===== config.mk =====
export PLATFORM = sky130hd
export DESIGN_NAME = lf_pi_gs
export DESIGN_NICKNAME = d
export VERILOG_FILES = /design/src/rtl/lf_pkg.sv /design/src/rtl/lf_lock_det.sv /design/src/rtl/lf_pi_gs.sv
export SDC_FILE = /design/constraint.sdc
export NUM_CORES = 1
export LEC_CHECK = 0
export ABC_AREA = 1
export CORE_ASPECT_RATIO = 1.2
export CORE_MARGIN = 2
export CORE_UTILIZATION = 51
export DETAILED_ROUTE_END_ITERATION = 8
export PLACE_DENSITY = 0.69
export SLEW_MARGIN = 20
export SYNTH_ARGS = -nofsm -noshare
export SYNTH_HDL_FRONTEND = slang
export SYNTH_HIERARCHICAL = 1
export SYNTH_SLANG_ARGS = --single-unit

===== constraint.sdc =====
create_clock -name sys_clk -period 4.8 [get_ports sys_clk]
set_input_delay 0.48 -clock sys_clk [delete_from_list [all_inputs] [get_ports sys_clk]]
set_output_delay 0.48 -clock sys_clk [all_outputs]
set_load 0.1 [all_outputs]

===== src/rtl/lf_pkg.sv =====
// rtl/lf_pkg.sv - shared types and saturation helper for the PI loop filter
`ifndef VCO_N
`define VCO_N 15
`endif

package lf_pkg;

   typedef enum logic {LF_ACQ = 1'b0, LF_TRACK = 1'b1} lf_state_e;

   // Clamp a signed value into the range of a signed word of the given width.
   function automatic logic signed [63:0] sat(input logic signed [63:0] value, input int width);
      logic signed [63:0] hi;
      logic signed [63:0] lo;
      hi = (64'sd1 <<< (width - 1)) - 64'sd1;
      lo = -hi - 64'sd1;
      if (value > hi) begin
         return hi;
      end else if (value < lo) begin
         return lo;
      end else begin
         return value;
      end
   endfunction

endpackage


===== src/rtl/lf_lock_det.sv =====
// rtl/lf_lock_det.sv - lock detector selecting acquisition or tracking gains
module lf_lock_det
   import lf_pkg::*;
#(
   parameter int IN_W       = 16,
   parameter int LOCK_TH    = 256,
   parameter int LOCK_CNT   = 64,
   parameter int UNLOCK_CNT = 16
) (
   input  logic                   sys_clk,
   input  logic                   rst,
   input  logic                   clk_en,
   input  logic                   hold,
   input  logic signed [IN_W-1:0] lf_in,
   output logic                   locked,
   output lf_state_e              gain_sel
);

   localparam int MAX_CNT = (LOCK_CNT > UNLOCK_CNT) ? LOCK_CNT : UNLOCK_CNT;
   localparam int CW      = $clog2(MAX_CNT + 1);

   lf_state_e           state;
   logic [CW-1:0]       cnt;
   logic [CW-1:0]       cnt_inc;
   logic signed [IN_W:0] ext;
   logic [IN_W:0]       mag;
   logic                big_err;

   // Error magnitude one bit wider so the most negative input has a valid magnitude.
   always_comb begin
      ext     = (IN_W + 1)'(lf_in);
      mag     = ext[IN_W] ? -ext : ext;
      big_err = (mag > (IN_W + 1)'(LOCK_TH));
      cnt_inc = cnt + CW'(1);
   end

   // Consecutive-sample qualification; hold freezes state and counter.
   always_ff @(posedge sys_clk) begin
      if (rst) begin
         state  <= LF_ACQ;
         cnt    <= '0;
         locked <= 1'b0;
      end else if (clk_en && !hold) begin
         case (state)
            LF_ACQ: begin
               if (big_err) begin
                  cnt <= '0;
               end else if (cnt_inc == CW'(LOCK_CNT)) begin
                  state  <= LF_TRACK;
                  locked <= 1'b1;
                  cnt    <= '0;
               end else begin
                  cnt <= cnt_inc;
               end
            end
            LF_TRACK: begin
               if (!big_err) begin
                  cnt <= '0;
               end else if (cnt_inc == CW'(UNLOCK_CNT)) begin
                  state  <= LF_ACQ;
                  locked <= 1'b0;
                  cnt    <= '0;
               end else begin
                  cnt <= cnt_inc;
               end
            end
            default: begin
               state  <= LF_ACQ;
               locked <= 1'b0;
               cnt    <= '0;
            end
         endcase
      end
   end

   assign gain_sel = state;

endmodule


===== src/rtl/lf_pi_gs.sv =====
// rtl/lf_pi_gs.sv - gear-shifted PI loop filter with anti-windup and lock detect
module lf_pi_gs
   import lf_pkg::*;
#(
   parameter int IN_W       = 16,
   parameter int COEF_W     = 16,
   parameter int ACC_W      = 32,
   parameter int OUT_W      = `VCO_N + 1,
   parameter int FRAC       = 18,
   parameter int KP_ACQ     = 4096,
   parameter int KI_ACQ     = 16,
   parameter int KP_TRK     = 1024,
   parameter int KI_TRK     = 3,
   parameter int LOCK_TH    = 256,
   parameter int LOCK_CNT   = 64,
   parameter int UNLOCK_CNT = 16
) (
   input  logic                    sys_clk,
   input  logic                    rst,
   input  logic                    clk_en,
   input  logic signed [IN_W-1:0]  lf_in,
   input  logic                    hold,
   output logic signed [OUT_W-1:0] lf_out,
   output logic                    lf_valid,
   output logic                    locked
);

   localparam int PW = IN_W + COEF_W;

   lf_state_e                gain_sel;
   logic signed [COEF_W-1:0] kp;
   logic signed [COEF_W-1:0] ki;
   logic signed [PW-1:0]     kp_prod;
   logic signed [PW-1:0]     ki_prod;
   logic signed [PW-1:0]     p;
   logic signed [ACC_W-1:0]  acc;
   logic signed [ACC_W-1:0]  acc_next;
   logic signed [ACC_W:0]    acc_sum;
   logic signed [ACC_W:0]    pi_sum;
   logic signed [ACC_W:0]    pi_shift;
   logic                     s1_vld;

   lf_lock_det #(
      .IN_W       (IN_W),
      .LOCK_TH    (LOCK_TH),
      .LOCK_CNT   (LOCK_CNT),
      .UNLOCK_CNT (UNLOCK_CNT)
   ) u_lock_det (
      .sys_clk  (sys_clk),
      .rst      (rst),
      .clk_en   (clk_en),
      .hold     (hold),
      .lf_in    (lf_in),
      .locked   (locked),
      .gain_sel (gain_sel)
   );

   // Gain selection, products and the one-bit-wider sums feeding both saturators.
   always_comb begin
      kp       = (gain_sel == LF_TRACK) ? COEF_W'(KP_TRK) : COEF_W'(KP_ACQ);
      ki       = (gain_sel == LF_TRACK) ? COEF_W'(KI_TRK) : COEF_W'(KI_ACQ);
      kp_prod  = PW'(kp) * PW'(lf_in);
      ki_prod  = PW'(ki) * PW'(lf_in);
      acc_sum  = (ACC_W + 1)'(acc) + (ACC_W + 1)'(ki_prod);
      acc_next = ACC_W'(sat(64'(acc_sum), ACC_W));
      pi_sum   = (ACC_W + 1)'(p) + (ACC_W + 1)'(acc);
      pi_shift = pi_sum >>> FRAC;
   end

   // Stage 1: register the proportional term and advance the clamped integrator.
   always_ff @(posedge sys_clk) begin
      if (rst) begin
         p      <= '0;
         acc    <= '0;
         s1_vld <= 1'b0;
      end else begin
         s1_vld <= clk_en;
         if (clk_en) begin
            p <= kp_prod;
            if (!hold) begin
               acc <= acc_next;
            end
         end
      end
   end

   // Stage 2: scale, saturate and publish the tuning word with a valid strobe.
   always_ff @(posedge sys_clk) begin
      if (rst) begin
         lf_out   <= '0;
         lf_valid <= 1'b0;
      end else begin
         lf_valid <= s1_vld;
         if (s1_vld) begin
            lf_out <= OUT_W'(sat(64'(pi_shift), OUT_W));
         end
      end
   end

endmodule


==> qor.txt <==
WP buf/inv - 5
Top cell types by occurrence after synthesis - nand2_1 (362), inv_1 (255), nor2_1 (171)
Largest family of logic cells by synthesized area - simple AND/OR/NAND/NOR gates
Proportion of netlist area held by the largest area contributor - 0.2013
Transition time at the pin with the least slew margin - 1020 ps
Footprint of the multi-input gates - 7281 um^2
Cell type with the highest aggregate area in the netlist - ha_1
Number of global-route vias before repair - 9317
Synth Area in Compound Gates - 0.1483
CP Launch Point - lf_in[10]
Area growth from synthesis to layout - 11.64%
Count of hold buffers inserted by post-cts repair - 0
Nets@finish - 1797
Top cell family by delay on the critical path - adder cells
Clock-pin slew reported for the worst setup and hold paths after clock tree synthesis - 60 ps
Setup Total Neg Slack - 0 ps
Depth of the critical timing path with buffers and inverters included - 21
Die footprint - 20640 um^2
Unrepaired setup endpoints after global routing - false
Count of inserted antenna diode cells - 0
Category of the worst setup path capture point - flop
Dominant cell by count in the synthesized netlist - nand2_1
Detailed-route wire length - 25270 um
Setup ws final - 341.0 ps
Vias/cell - 5.116
Static Leakage - 6.241 nW
R2r worst-path depth - 23
Tightest slew margin relative to the limit - 0.3159
Initial antenna violation count - 0
HP Class - reg -> reg
Post-route ant nets - 0
Post-synthesis sequential area ratio - 0.1590
Number of buffers added by the clock tree synthesis step - 9
Post-route worst hold slack - 461.6 ps
Final cycle utilization of the critical path - 0.9290
CP max-delay cell - clkdlybuf4s50_1
Yosys reg bits - 79
Number of primary I/O pins - 38
Number of cells in the design after placement - 1832
Core footprint - 18990 um^2
CTS tree - yes
Initial DRT Pass Iterations - 5
Combined area of all synthesized cells - 9947 um^2
Die H - 157.0 um
Critical R2R Capture - acc[21]
Most instantiated flip-flop cell in the synthesis netlist - dfxtp_1
Hold violation total from the final report - 0
Adder-cell share of the synthesized area - 0.2616
Crit path time final - 4459 ps
Count of clock tree sinks - 79
Area fraction in and, or, nand and nor cells after synthesis - 0.2810
Power per cell area - 225.1 nW/um^2
Half-perimeter wire length of the detailed placement result - 20780 um
Share of layout cells above drive strength 1 - 0.07349
Portion of netlist area occupied by mux cells - 0
Critical path fanouts, max - 25
Highest clock rate - 224.3 MHz
Number of buffers inserted by port buffering - 37
Violation count after the first detailed-route iteration - 564
Signal arrival time at the worst endpoint - 4690 ps
Top post-synthesis cells by area - ha_1 (20%), dfxtp_1 (16%), nand2_1 (14%)
Final max-slew violation count - 0
Xor/xnor share of the synthesized area - 0.03610
Library cells used by synthesis - 41
Sequential cell area - 1583 um^2
Pin count of the biggest net entering global routing - 37
Startpoint type of the worst setup path - input pin
DRC violation count after routing - 0
Worst slack after detailed placement - 41.17 ps
Clk buf depth - 2
Source-to-sink clock delay at the later pin of the worst-skew pair - 360 ps
Global route total overflow - 0
Synthesized area per cell - 6.536 um^2
Final std cells w/o fill - 1848
Flop2flop setup slack - 500 ps
Horizontal die dimension - 131.5 um
Cell seen most often among critical-path stages - nand2_1
Max-capacitance violation count - 0
Power Total - 2.500 mW
Outcome - complete, no violations
Setup Crit Path Kind - in -> reg
Routability congestion estimate from global placement - 0.9500
H-tree levels - 3
Global-route wire length before repair - 42750 um
Crit path cell chain - clkdlybuf4s50_1, nand2_1, o21ai_0, inv_1, ha_1, fa_1, inv_1, fa_1, inv_1, ha_1, a21oi_1, nand2_1, a21oi_1, nand2_2, nand2_2, nand2_1, nand2_1, nand2_2, a21oi_4, buf_12, a21oi_1
Destination of the critical timing path - acc[21]
Layout Skew - 13.04 ps
Cell count after synthesis - 1522
Number of setup buffers added after CTS - 0
Final-layout fill cell count - 1942
Tot GR Track Use - 0.2545
Starting density of the core - 0.5237
Clock root buffer master - clkbuf_16
Synthesis warning total - 6
Max VDD drop - 173.2 uV
Number of enable flip-flop cells after synthesis - 0
Per-cell routed wire length - 13.67 um
Total vias in the final route - 9455
Reg2reg start - u_lock_det/gain_sel
Core Rows - 55
Critical Path RT - 5030 ps
Fraction of synthesis flops using an asynchronous set or reset pin - 0
Final setup violation count - 0
Peak per-stage delay on the critical path - 580 ps
==> final cells by class <==
type | instances | share of cell area
Clock buffer | 12 | 0.02310
Clock inverter | 4 | 0.003380
Inverter | 258 | 0.08721
Multi-Input combinational cell | 1167 | 0.6557
Sequential cell | 79 | 0.1425
Tap cell | 256 | 0.02885
Timing Repair Buffer | 72 | 0.05927
==> cells in the final DEF, fill, tap and decap left out, types with 13 or more instances in the layout <==
| cell type | n |
|---|---|
| a21oi_1 | 87 |
| a21oi_2 | 30 |
| buf_4 | 33 |
| clkdlybuf4s50_1 | 37 |
| conb_1 | 13 |
| dfxtp_1 | 78 |
| fa_1 | 30 |
| ha_1 | 160 |
| inv_1 | 254 |
| nand2_1 | 362 |
| nand2_2 | 20 |
| nand3_1 | 74 |
| nor2_1 | 171 |
| o21ai_0 | 94 |
| o21bai_1 | 19 |
| xnor2_1 | 13 |
| xor2_1 | 28 |
==> where the power goes <==
group | total (mW) | internal (mW) | switching (mW)
registers | 0.756 | 0.707 | 0.0494
clock network | 0.703 | 0.387 | 0.316
logic | 1.04 | 0.371 | 0.670
total | 2.50 | 1.46 | 1.03
==> worst min-delay path, stage by stage (launching register included) <==
cell	delay [ps]
dfxtp_1	310
nand2_1	60
a21oi_1	50
==> sequential cells by signal, summed over array words and instances (netlist names) <==
signal / count
acc: 32
lf_out: 16
lf_valid: 1
p: 20
s1_vld: 1
u_lock_det/cnt: 7
u_lock_det/gain_sel: 1
u_lock_det/locked: 1
==> metal layers <==
metal	share of wire	track usage
met1	0.45	0.3091
met2	0.49	0.4685
met3	0.032	0.02415
met4	0.030	0.09265
met5	0	0
==> how the worst min path moves through the flow <==
stage	startpoint	to	slack, ps	cells after the start
after floorplan	u_lock_det/cnt[6]	u_lock_det/cnt[6]	450	2
after global placement	u_lock_det/locked	u_lock_det/locked	450	2
after detailed placement	u_lock_det/locked	u_lock_det/locked	450	2
after CTS	u_lock_det/locked	u_lock_det/locked	470	2
after global routing	lf_out[14]	lf_out[14]	490	2
final	u_lock_det/locked	u_lock_det/locked	460	2
==> what timing repair did <==
item,in CTS,in global routing
endpoints found under the setup margin,0,31
hold endpoints to repair,0,0
resized for setup,0,1
==> logic make-up after synthesis <==
family | after synthesis
DFF | 79
and+or+nand+nor | 672
adders and majority gates | 190
xor gates and xnor gates | 41
other | 1
buffers and inverters | 288
AOI/OAI and AO/OA | 251
==> stage by stage <==
step / instance area [um^2] / utilization
floorplan: 9992 / -
finish: 11100 / 0.5847
CTS: 11100 / 0.5846
global placement: 10810 / 0.5691
global route: 11100 / 0.5847
detailed placement: 10810 / 0.5691
Note: power is estimated with default switching activity, not from simulation.
